<file path="config.mk">
export PLATFORM = sky130hd
export DESIGN_NAME = vgachargen_map_ctrl
export DESIGN_NICKNAME = d
export VERILOG_FILES = /design/src/rtl/vgachargen_map_ctrl.sv
export SDC_FILE = /design/constraint.sdc
export NUM_CORES = 1
export LEC_CHECK = 0
export CORE_UTILIZATION = 45
export CTS_CLUSTER_SIZE = 24
export DETAILED_ROUTE_END_ITERATION = 7
export PLACE_DENSITY = 0.78
export SETUP_SLACK_MARGIN = 0.3
export SLEW_MARGIN = 20
export SYNTH_ARGS = -nofsm -noshare
export SYNTH_HDL_FRONTEND = slang
export SYNTH_SLANG_ARGS = --single-unit
</file>
<file path="constraint.sdc">
create_clock -name clk_i -period 3 [get_ports clk_i]
set_input_delay 0.75 -clock clk_i [delete_from_list [all_inputs] [get_ports clk_i]]
set_output_delay 0.75 -clock clk_i [all_outputs]
set_load 0.02 [all_outputs]
</file>
<file path="src/rtl/vgachargen_map_ctrl.sv">
// Character/colour map port owner: arbitrates single-beat bus accesses against the
// FILL and SCROLL bulk engine that rewrites the whole screen.
module vgachargen_map_ctrl #(
    parameter int unsigned COLS   = 80,
    parameter int unsigned ROWS   = 30,
    parameter int unsigned ADDR_W = $clog2(COLS * ROWS)
) (
    input  logic              clk_i,
    input  logic              rst_ni,
    input  logic              bus_req_i,
    input  logic              bus_we_i,
    input  logic              bus_sel_i,
    input  logic [ADDR_W-1:0] bus_addr_i,
    input  logic [7:0]        bus_wdata_i,
    output logic              bus_gnt_o,
    output logic              bus_rvalid_o,
    output logic [7:0]        bus_rdata_o,
    input  logic              cmd_valid_i,
    input  logic              cmd_op_i,
    input  logic [7:0]        cmd_char_i,
    input  logic [7:0]        cmd_col_i,
    output logic              cmd_ready_o,
    output logic              busy_o,
    output logic              done_o,
    output logic [ADDR_W-1:0] ch_map_addr_o,
    output logic [7:0]        ch_map_data_o,
    output logic              ch_map_wen_o,
    input  logic [7:0]        ch_map_data_i,
    output logic [ADDR_W-1:0] col_map_addr_o,
    output logic [7:0]        col_map_data_o,
    output logic              col_map_wen_o,
    input  logic [7:0]        col_map_data_i
);

    typedef enum logic [2:0] {StIdle, StFill, StScRd, StScWr, StScClr} state_e;

    localparam logic [ADDR_W-1:0] LastCell = ADDR_W'(COLS * ROWS - 1);
    localparam logic [ADDR_W-1:0] LastMove = ADDR_W'(COLS * (ROWS - 1) - 1);
    localparam logic [ADDR_W-1:0] RowOff   = ADDR_W'(COLS);

    state_e            state_q;
    logic [ADDR_W-1:0] a_q;
    logic [7:0]        char_q;
    logic [7:0]        col_q;
    logic              done_q;
    logic              rvalid_q;
    logic              rsel_q;
    logic [7:0]        rdata_q;
    logic [7:0]        rd_sel;
    logic              idle;

    assign idle         = (state_q == StIdle);
    assign rd_sel       = rsel_q ? col_map_data_i : ch_map_data_i;
    assign bus_gnt_o    = idle & bus_req_i;
    assign cmd_ready_o  = idle & ~bus_req_i;
    assign busy_o       = ~idle;
    assign done_o       = done_q;
    assign bus_rvalid_o = rvalid_q;
    // Read data is live in the rvalid cycle and held from the register afterwards.
    assign bus_rdata_o  = rvalid_q ? rd_sel : rdata_q;

    always_ff @(posedge clk_i or negedge rst_ni) begin
        if (!rst_ni) begin
            state_q  <= StIdle;
            a_q      <= '0;
            char_q   <= '0;
            col_q    <= '0;
            done_q   <= 1'b0;
            rvalid_q <= 1'b0;
            rsel_q   <= 1'b0;
            rdata_q  <= '0;
        end else begin
            done_q   <= 1'b0;
            rvalid_q <= 1'b0;
            if (rvalid_q) begin
                rdata_q <= rd_sel;
            end
            unique case (state_q)
                StIdle: begin
                    if (bus_req_i) begin
                        if (!bus_we_i) begin
                            rvalid_q <= 1'b1;
                            rsel_q   <= bus_sel_i;
                        end
                    end else if (cmd_valid_i) begin
                        char_q  <= cmd_char_i;
                        col_q   <= cmd_col_i;
                        a_q     <= '0;
                        state_q <= cmd_op_i ? StScRd : StFill;
                    end
                end
                StFill, StScClr: begin
                    a_q <= a_q + 1'b1;
                    if (a_q == LastCell) begin
                        a_q     <= '0;
                        state_q <= StIdle;
                        done_q  <= 1'b1;
                    end
                end
                StScRd: begin
                    state_q <= StScWr;
                end
                StScWr: begin
                    a_q     <= a_q + 1'b1;
                    state_q <= (a_q == LastMove) ? StScClr : StScRd;
                end
                default: begin
                    state_q <= StIdle;
                end
            endcase
        end
    end

    always_comb begin
        ch_map_addr_o  = bus_addr_i;
        col_map_addr_o = bus_addr_i;
        ch_map_data_o  = bus_wdata_i;
        col_map_data_o = bus_wdata_i;
        ch_map_wen_o   = 1'b0;
        col_map_wen_o  = 1'b0;
        unique case (state_q)
            StIdle: begin
                ch_map_wen_o  = bus_req_i & bus_we_i & ~bus_sel_i;
                col_map_wen_o = bus_req_i & bus_we_i & bus_sel_i;
            end
            StFill, StScClr: begin
                ch_map_addr_o  = a_q;
                col_map_addr_o = a_q;
                ch_map_data_o  = char_q;
                col_map_data_o = col_q;
                ch_map_wen_o   = 1'b1;
                col_map_wen_o  = 1'b1;
            end
            StScRd: begin
                ch_map_addr_o  = a_q + RowOff;
                col_map_addr_o = a_q + RowOff;
            end
            StScWr: begin
                // Write back the cell one row below, read in the preceding cycle.
                ch_map_addr_o  = a_q;
                col_map_addr_o = a_q;
                ch_map_data_o  = ch_map_data_i;
                col_map_data_o = col_map_data_i;
                ch_map_wen_o   = 1'b1;
                col_map_wen_o  = 1'b1;
            end
            default: begin
            end
        endcase
    end

endmodule

</file>
# --- Yosys cells after proc, flatten, opt, wreduce, memory -nomap -nowiden ---
# Index checks and enable logic that the tools add are counted.
totals:
  register_bits: 42
  inputBits: 59
  output_inout_bits: 55
  word_cells: 58
classes:
  eq_ne: 9
  reduce_logical: 8
  bitwise: 9
  muxes: 22
  add_sub_neg: 2
op_table:
  columns: ["operator", "count"]
  rows:
  - ["two-way mux 12 bit", 3]
  - ["case mux 12 bit (3 select lines)", 1]
  - ["case mux 8 bit (2 select lines)", 2]
  - ["== test 12 bit, second input constant", 2]
  - ["case mux 12 bit (2 select lines)", 1]
  - ["two-way mux 8 bit", 2]
  - ["adder 12 x 1 -> 12 bit, second input constant", 1]
  - ["adder 12 x 7 -> 12 bit, second input constant", 1]
  - ["two-way mux 3 bit", 4]
  - ["case mux 3 bit (4 select lines)", 1]
  - ["AND reduction 3 bit", 4]
  - ["== test 3 x 2 -> 1 bit, second input constant", 2]
  - ["!= test 2 bit, second input constant", 3]
  - ["bitwise AND 1 bit", 5]
  - ["two-way mux 1 bit", 5]
  - ["inverter 1 bit", 4]
  - ["case mux 1 bit (2 select lines)", 2]
  - ["== test 3 x 1 -> 1 bit, second input constant", 1]
  - ["== test 3 bit, second input constant", 1]
  - ["logical NOT 3 bit", 1]
  - ["nonzero test 3 bit", 1]
  - ["OR reduction 3 bit", 1]
  - ["two-way mux 2 bit", 1]
  - ["OR reduction 2 bit", 1]

# --- Longest topological paths before layout ---
logic_depth:
  depth_word: 4
  ltp_mapped: 7
  mapped_depth_nobuf: 6

# --- Least setup slack after synthesis ---
# OpenSTA, ideal clock, no wires.
synth_path:
  path_kind: "reg2out"
  from: "register state_q[0]"
  to: "output col_map_addr_o[11]"
  arrival_ns: 2.257
  path_slack_ns: -0.007
  path_buffers: 1
  stages_incl_launch_ff: 5
  cell_sequence: "dfrtp_1 -> nor3b_1 -> nand2_1 -> o311ai_0 -> buf_4"
synth_between:
  elab_chain_cells: 3
synth_rtl:
  columns: ["item", "line_no", "rtl"]
  rows:
  - ["start: declaration", "41", "state_e state_q;"]
  - ["start signal: assignment", "64", "state_q <= StIdle;"]
  - ["start signal: assignment", "89", "state_q <= cmd_op_i ? StScRd : StFill;"]
  - ["start signal: assignment", "96", "state_q <= StIdle;"]
  - ["== test 3 x 2 -> 1 bit, or another cell as far along", null, null]
  - ["OR reduction 3 bit (no line)", null, null]
  - ["case mux 12 bit (2 select lines) *", null, null]
  - ["end: declaration", "29", "output logic [ADDR_W-1:0] col_map_addr_o,"]
# Every way passes the cells marked *; elsewhere a longest branch is shown, timed or not.

# --- Final worst setup path ---
layout_path:
  from: "register state_q[0]"
  to: "output ch_map_addr_o[1]"
layout_between:
  elab_chain_cells: 3
layout_rtl:
  columns: ["item", "line_no", "rtl"]
  rows:
  - ["== test 3 x 2 -> 1 bit, or another cell as far along", "121", "unique case (state_q)"]
  - ["OR reduction 3 bit (no line)", null, null]
  - ["case mux 12 bit (2 select lines) *", "121", null]
  - ["end: declaration", "25", "output logic [ADDR_W-1:0] ch_map_addr_o,"]
# Marks and branches as above.

==> impl_metrics.csv <==
group,metric,value,unit
run_status,outcome,"finished, final reports clean",
logic_synthesis,synth_top_area_cell,"dfrtp_1",
pwr,p_leak,1.82,nW
timing,fin_skew,0.00517,ns
global_route,grt_busiest_layer,"met2",
logic_synthesis,synth_edf_count,0,
logic_synthesis,avgSynthCellArea,8.87,um2
global_route,first_global_vias,2898,
routing,vias,3001,
logic_synthesis,synth_flop_cell,"dfrtp_1",
logic_synthesis,async_flop_share,1.00,
logic_synthesis,synth_area,2960,um2
routing,drc_errors,0,
timing,grt_setup_unrepaired,"yes",
worst_setup_path,max_stage_delay,0.46,ns
logic_synthesis,yosysMostFrequentCell,"dfrtp_1",
worst_setup_path,crit_top_cell,"buf_4",
cells_and_area,layout-drive-gt1-share,0.287,
timing,tightest_slew,0.945,ns
timing,fin_crit,2.70,ns
die,core_region_area,6350,um2
logic_synthesis,ys_seq_area_frac,0.356,
clock_tree,clk_pin_slew,0.08,ns
placed_design,io_buffers,113,
timing,max_slew_margin,0.370,
global_route,grt_overflow_total,0,
worst_setup_path,crit_chain,"buf_4, nor3b_4, a211oi_2, buf_4, buf_4, mux2_4, buf_6",
worst_setup_path,cp.required,2.25,ns
routing,first_iter_violations,200,
worst_setup_path,critPathLaunchType,"flop",
clock_tree,cts_root_buffer,"clkbuf_8",
global_route,grt_util_met2,0.414,
clock_tree,cts.path.max_buffers,2,
timing,timing.hold.ws,0.517,ns
logic_synthesis,yosys-top-cells-count,"42 x dfrtp_1, 31 x nor2_1, 27 x o21ai_0",
clock_tree,cts-hold-fix-buffers,0,
clock_tree,clkSinkCount,42,
worst_setup_path,slowest_stage,"dfrtp_2",
timing,period_share,0.901,
pwr,irDropWorstVdd,0.248,mV
logic_synthesis,synth.top_cell.area_share,0.356,
cells_and_area,synthToLayoutAreaGrowth,41.8,%
logic_synthesis,synth-seq-cells,42,
clock_tree,cts_buffers,5,
timing,maxSlewViolCount,0,
die,fp.dieW,83.0,um
worst_setup_path,cp_num_buf_inv,4,
timing,max_freq,370,MHz
global_route,track_usage,0.260,
worst_setup_path,critPathCaptureType,"output port",
cells_and_area,final_area,4190,um2
logic_synthesis,ys_warn_count,0,
routing,drt_first_pass_iters,4,
global_route,grt_max_degree,43,
global_route,grt_antenna_before_repair,0,
placed_design,hpwl,6370,um
timing,final_hold_viol_count,0,
routing,ant_nets,0,
clock_tree,htree_levels,2,
logic_synthesis,netlist_instances,333,
routing,routed_wl,8810,um
worst_setup_path,crit_type,"reg2out",
placed_design,place.gp.congestion,0.912,
logic_synthesis,synth_nets,396,
global_route,met3_usage,0.0368,
logic_synthesis,synth.area.top_cells,"dfrtp_1 36%, mux2_2 7.6%, o311a_1 5.4%, o21ai_0 4.6%, buf_4 4.1%",
timing,finalSetupViolCount,0,
clock_tree,insertion_delay,0.30,ns
hold_path,worstHoldPathType,"reg2reg",
die,die_area,6900,um2
cells_and_area,fin_nets,504,
die,pin_count,114,
clock_tree,cts_tree,"built",
placed_design,placed_cell_area,4080,um2
pwr,p_per_area,261,nW/um2
worst_setup_path,worst-path-max-fanout,5,
die,start_util,0.465,
timing,tns,0,ns
job,max-cap-violations,0,
die,std_cell_rows,29,
global_route,grt_pass1_wl,14500,um
routing,wl_per_cell,17.0,um
die,die_height,83.0,um
global_route,grtUsageMet1,0.360,
worst_setup_path,cp_top_family,"buffers and inverters",
routing,via_per_inst,5.78,
cells_and_area,insertedDiodeCount,0,
logic_synthesis,ys_types,55,
worst_setup_path,worstPathArrival,1.95,ns
-- routing by layer --
layer	share of wire	wire, um
met1	0.45	3930
met2	0.47	4170
met3	0.054	477
met4	0.027	238
met5	0	0
-- metrics by stage --
step | utilization | total power, W | cells | worst slack (ns)
floorplan | - | 0.000615 | 333 | 0.281
global placement | 0.642 | 0.000730 | 501 | -0.0277
detailed placement | 0.642 | 0.000731 | 501 | -0.0457
CTS | 0.659 | 0.00111 | 516 | 0.176
global route | 0.660 | 0.00114 | 519 | 0.208
finish | 0.660 | 0.00110 | 519 | 0.296
-- where the power goes --
| part | internal [W] | switching, W |
|---|---|---|
| clock network | 0.000185 | 0.000200 |
| logic | 0.0000888 | 0.0000570 |
| registers | 0.000565 | 0 |
| total | 0.000839 | 0.000257 |
-- cells by family (layout without fill, tap and decap cells) --
| logic type | count (synthesis) | count (layout) | synth area share |
|---|---|---|---|
| buffers and inverters | 46 | 155 | 0.0876 |
| and+or+nand+nor | 112 | 112 | 0.207 |
| DFF | 42 | 42 | 0.356 |
| AOI/OAI and AO/OA | 101 | 101 | 0.229 |
| adders and majority gates | 4 | 4 | 0.0169 |
| muxes | 28 | 28 | 0.103 |
-- placed cells by master (no fill, tap or decap), drive strengths merged, types with 4 or more instances in the layout --
master         instances
nand3                  6
ha                     4
dfrtp                 42
nor2b                 10
nor2                  31
o311ai                 4
dlygate4sd2            8
nand2                 21
inv                    9
mux2                  20
o21ai                 29
buf                   56
clkbuf                18
mux2i                  8
or4                    4
clkdlybuf4s50         60
o311a                 16
a31oi                  9
nand2b                12
a21oi                 21
-- cell type report --
| cell class | instances | area [um2] |
|---|---|---|
| inverters | 9 | 33.8 |
| repair buffers | 138 | 1180 |
| multi-input cells | 245 | 1730 |
| clock buffers | 6 | 82.6 |
| well taps | 77 | 96.3 |
| clock inverters | 2 | 12.5 |
| flip-flops and latches | 42 | 1050 |
| fillers | 541 | 2160 |
-- repair_timing --
action,4_1_cts,5_1_grt
buffers inserted,6,3
setup endpoints to repair,52,47
pin swaps,1,2
gates resized for setup,158,63
endpoints found under the hold margin,0,0
gates cloned,1,0
-- sequential cells by signal (all words and copies together), names as in the netlist --
name	cells
a_q	12
char_q	8
col_q	8
rdata_q	8
state_q	3
bus_rvalid_o	1
done_o	1
rsel_q	1
-- worst paths after layout --
kind | start | endpoint | slack (ns) | depth (start not counted)
setup / recovery | state_q[0] | ch_map_addr_o[1] | 0.30 | 7
hold / removal | char_q[7] | char_q[7] | 0.52 | 1
setup reg to reg | a_q[5] | a_q[1] | 0.82 | 6
hold reg to reg | char_q[7] | char_q[7] | 0.52 | 1
max in group asynchronous | rst_ni | state_q[1] | 1.75 | 1
min in group asynchronous | rst_ni | col_q[5] | 0.59 | 1
Note: power is estimated with default switching activity, not from simulation.
